## config.mk

```make
export PLATFORM = sky130hd
export DESIGN_NAME = serial_mag_comparator
export DESIGN_NICKNAME = d
export VERILOG_FILES = /design/src/rtl/serial_mag_comparator.sv
export SDC_FILE = /design/constraint.sdc
export NUM_CORES = 1
export LEC_CHECK = 0
export CORE_AREA = 2 2 39 41
export DETAILED_ROUTE_END_ITERATION = 10
export DIE_AREA = 0 0 41 43
export PLACE_DENSITY = 0.74
export SYNTH_ARGS = -nofsm -noshare
export SYNTH_HDL_FRONTEND = slang
export SYNTH_SLANG_ARGS = --single-unit
```

## constraint.sdc

```tcl
create_clock -name clk -period 1.5 [get_ports clk]
set_clock_uncertainty 0.1 [all_clocks]
set_input_delay 0.225 -clock clk [delete_from_list [all_inputs] [get_ports clk]]
set_output_delay 0.225 -clock clk [all_outputs]
set_load 0.01 [all_outputs]
```

## src/rtl/serial_mag_comparator.sv

```systemverilog
// Bit-serial magnitude comparator: compares two WIDTH-bit operands presented MSB first,
// one bit pair per valid cycle, and reports a registered GT/EQ/LT result with a done pulse.
module serial_mag_comparator #(
    parameter int WIDTH = 8,
    localparam int CW = $clog2(WIDTH + 1)
) (
    input  logic          clk,
    input  logic          rst,
    input  logic          start,
    input  logic          bit_valid,
    input  logic          A,
    input  logic          B,
    output logic          busy,
    output logic          done,
    output logic          GT,
    output logic          EQ,
    output logic          LT,
    output logic [CW-1:0] cnt
);

    typedef enum logic [1:0] {
        IDLE,
        COMPARE,
        DONE
    } state_t;

    state_t          state;
    state_t          state_next;
    logic [CW-1:0]   cnt_next;
    logic            gt_r;
    logic            lt_r;
    logic            gt_next;
    logic            lt_next;
    logic            res_gt_next;
    logic            res_eq_next;
    logic            res_lt_next;

    // The first differing bit pair (MSB first) decides; later pairs are only counted.
    always_comb begin
        state_next  = state;
        cnt_next    = cnt;
        gt_next     = gt_r;
        lt_next     = lt_r;
        res_gt_next = GT;
        res_eq_next = EQ;
        res_lt_next = LT;

        case (state)
            IDLE: begin
                if (start) begin
                    state_next = COMPARE;
                    cnt_next   = '0;
                    gt_next    = 1'b0;
                    lt_next    = 1'b0;
                end
            end

            COMPARE: begin
                if (bit_valid) begin
                    cnt_next = cnt + CW'(1);
                    if (!gt_r && !lt_r) begin
                        gt_next = A & ~B;
                        lt_next = ~A & B;
                    end
                    if (cnt == CW'(WIDTH - 1)) begin
                        state_next  = DONE;
                        res_gt_next = gt_next;
                        res_lt_next = lt_next;
                        res_eq_next = ~(gt_next | lt_next);
                    end
                end
            end

            DONE: begin
                if (start) begin
                    state_next = COMPARE;
                    cnt_next   = '0;
                    gt_next    = 1'b0;
                    lt_next    = 1'b0;
                end else begin
                    state_next = IDLE;
                end
            end

            default: begin
                state_next = IDLE;
            end
        endcase
    end

    always_ff @(posedge clk) begin
        if (rst) begin
            state <= IDLE;
            cnt   <= '0;
            gt_r  <= 1'b0;
            lt_r  <= 1'b0;
            GT    <= 1'b0;
            EQ    <= 1'b1;
            LT    <= 1'b0;
        end else begin
            state <= state_next;
            cnt   <= cnt_next;
            gt_r  <= gt_next;
            lt_r  <= lt_next;
            GT    <= res_gt_next;
            EQ    <= res_eq_next;
            LT    <= res_lt_next;
        end
    end

    assign busy = (state == COMPARE);
    assign done = (state == DONE);

endmodule

```

==> impl_metrics.tcl, run 1 <==
set metrics [dict create \
    status "finished, final reports clean" \
    die_x_um 41 \
    fillers 138 \
    drive_gt1_share_pct 20.00 \
    grt_setup_unrepaired "true" \
    ys.warnings.count 0 \
    remaining_drc_errors 0 \
    drtIter0Drc 7 \
    crit_type "reg2out" \
    die_area_sq_um 1763 \
    grt_pass1_vias 438 \
    hp-class "reg2reg" \
    cp_slowest_cell "clkdlybuf4s50_1" \
    internal_power_uw 441.9 \
    post-route-util_pct 53.07 \
    worst-path-buf-inv 1 \
    core-area_sq_um 1384 \
    fin_area_sq_um 734.5 \
    vias_per_cell 5.231 \
    numCtsBuffers 3 \
    synth_area_leader_cell "dfxtp_1" \
    rows 14 \
    critPathMaxFanout 2 \
    critical-path-top-delay-family "buffers and inverters" \
    ys_seq_area_share_pct 43.35 \
    cts_tree "yes" \
    maxCapViolations 0 \
    ir_worst_vdd_uv 555.4 \
    synth_common_cells "11 x dfxtp_1, 6 x a21oi_1, 3 x nand3_1, 3 x nand4b_1" \
    setup_viol 0 \
    clock_latency_ns 0.27 \
    ios 15 \
    crit_chain "clkdlybuf4s50_1" \
    powerDensity_nw_per_um2 799.7 \
    syn_area_sq_um 508.0 \
    crit_arrival_ns 1.12 \
    cellLeakagePower_nw 0.3542 \
    hold_viol 0 \
    dr.pass1.iters 3 \
    synthTopCellsByArea "dfxtp_1 43%, a21oi_1 5.9%, nand4b_1 5.2%" \
    antenna_left 0 \
    seq_power_share_pct 51.7 \
    hold_ws_ns 0.3824 \
    worstPathRequired_ns 1.17 \
    synth_top_area_share_pct 43.35 \
    clk_pin_slew_ns 0.08 \
    port_buffers 14 \
    ys_types 28 \
    area_growth_pct 44.58 \
    cts_buffer_depth 2 \
    max_freq_ghz 0.6919 \
    grt_max_degree 8 \
    antennaDiodeCount 0 \
    period_share_pct 96.35 \
    swShare_pct 24.77 \
    start_util_pct 36.71 \
    power_switching_uw 145.5 \
    cp-start-kind "flip-flop" \
    crit_path_end_kind "output pin" \
    cts_num_sinks 11 \
    p_total_uw 587.3 \
    yosys_register_bits 11 \
    async_reset_ff_share_pct 0 \
    cpPeakStageDelay_ns 0.53 \
    synth_edf_count 0 \
    gr-total-overflow 0 \
    grt_pass1_wl_um 1835 \
    netlist_instances 52 \
    final.min_clock_period_ns 1.445 \
    seq_area_sq_um 222.7 \
    drv_slew 0 \
    routed_wl_um 1063 \
    grt_usage_pct 15.66 \
    routabilityCongestion 0.7966 \
    multi_input_area_sq_um 280.3 \
    place_area_sq_um 709.4 \
    worst_pin_slew_ns 0.3071 \
    cts_max_level 1 \
    root_buffer "clkbuf_4" \
    combPwrFrac_pct 14.2 \
    final_nets 83 \
    cts_hold_buf 0 \
    antenna_found_initial 0 \
    clockPowerShare_pct 34.2 \
    synth.most_common_cell "dfxtp_1" \
    die_h_um 43 \
    instances_no_fill 91 \
    dp_cells 87 \
    vias 476 \
    ys.flop_type "dfxtp_1" \
    avgSynthCellArea_sq_um 9.769 \
    relSlewSlack_pct 79.48 \
    syn_nets 59 \
    wl_per_cell_um 11.68 \
    hpwlAfterDp_um 835.3 \
]
[per-layer routing]
metal  global-route usage [%]  share of wire (%)  vias up  wire length [um]
met2                    22.19                 46       13               487
met5                        0                  0        -                 0
met4                    8.000                2.4        0                26
met1                    20.33                 46      219               490
met3                    5.236                5.6        5                59
li1                         -                  -      239                 -
[power by group through the flow]
stage                     clock [mW]  combinational [mW]  sequential, mW
after floorplan                    0              0.0364           0.311
after global placement             0              0.0847           0.310
after detailed placement           0              0.0855           0.310
after CTS                      0.203              0.0832           0.304
after global routing           0.215              0.0916           0.305
final                          0.201              0.0833           0.303
[final cells by class]
| class | instances | share of cell area, % |
|---|---|---|
| clock buffer | 3 | 3.066 |
| inverter | 1 | 0.5111 |
| clock inverter | 1 | 0.6814 |
| timing repair buffer | 20 | 24.53 |
| tap | 16 | 2.726 |
| sequential | 11 | 30.32 |
| multi-input combinational | 39 | 38.16 |
[cells in the final DEF, fill, tap and decap left out, types with 2 or more instances in the layout]
cell type	count
a21oi_1	6
and2b_1	2
buf_4	6
clkbuf_4	3
clkdlybuf4s50_1	7
dfxtp_1	9
dfxtp_2	2
dlygate4sd2_1	6
nand2b_1	2
nand3_1	3
nand3b_1	2
nand4b_1	3
nor3_1	2
or3_1	2
[what timing repair did]
item	4_1_cts	5_1_grt
buffers inserted	0	0
gates resized for setup	8	1
endpoints found under the setup margin	6	2
[kinds of logic (layout without fill, tap and decap cells)]
group / Yosys count / in the layout / synth area share [%]
AOI/OAI and AO/OA: 12 / 12 / 15.03
xor gates and xnor gates: 2 / 2 / 3.449
adders and majority gates: 1 / 1 / 2.463
buffers and inverters: 2 / 25 / 1.476
DFF: 11 / 11 / 43.35
and+or+nand+nor: 24 / 24 / 34.24
[worst paths after layout]
| check | from | end | slack (ns) | depth (start not counted) |
|---|---|---|---|---|
| setup / recovery | EQ | EQ | 0.05 | 1 |
| hold reg to reg | cnt[0] | cnt[0] | 0.38 | 1 |
| setup reg to reg | cnt[1] | LT | 0.11 | 4 |
| hold / removal | cnt[0] | cnt[0] | 0.38 | 1 |
[registers in the layout (all words and copies together) (netlist names)]
name   cells
cnt        4
gt_r       1
lt_r       1
state      2
GT         1
EQ         1
LT         1
[stage by stage]
| stage | TNS [ns] | setup WS (ns) |
|---|---|---|
| after global routing | -0.006670 | -0.006670 |
| final | 0 | 0.05480 |
| after detailed placement | -0.3737 | -0.1365 |
| after CTS | 0 | 0.02197 |
| after global placement | -0.2491 | -0.08733 |
| after floorplan | 0 | 0.1793 |
Note: power is estimated with default switching activity, not from simulation.
==> inputs of run 2 (changes only) <==
SKIP_LAST_GASP = 1   (was not set)
==> results of run 2 <==
The final DEF is identical to that of run 1; final timing and power are the same.
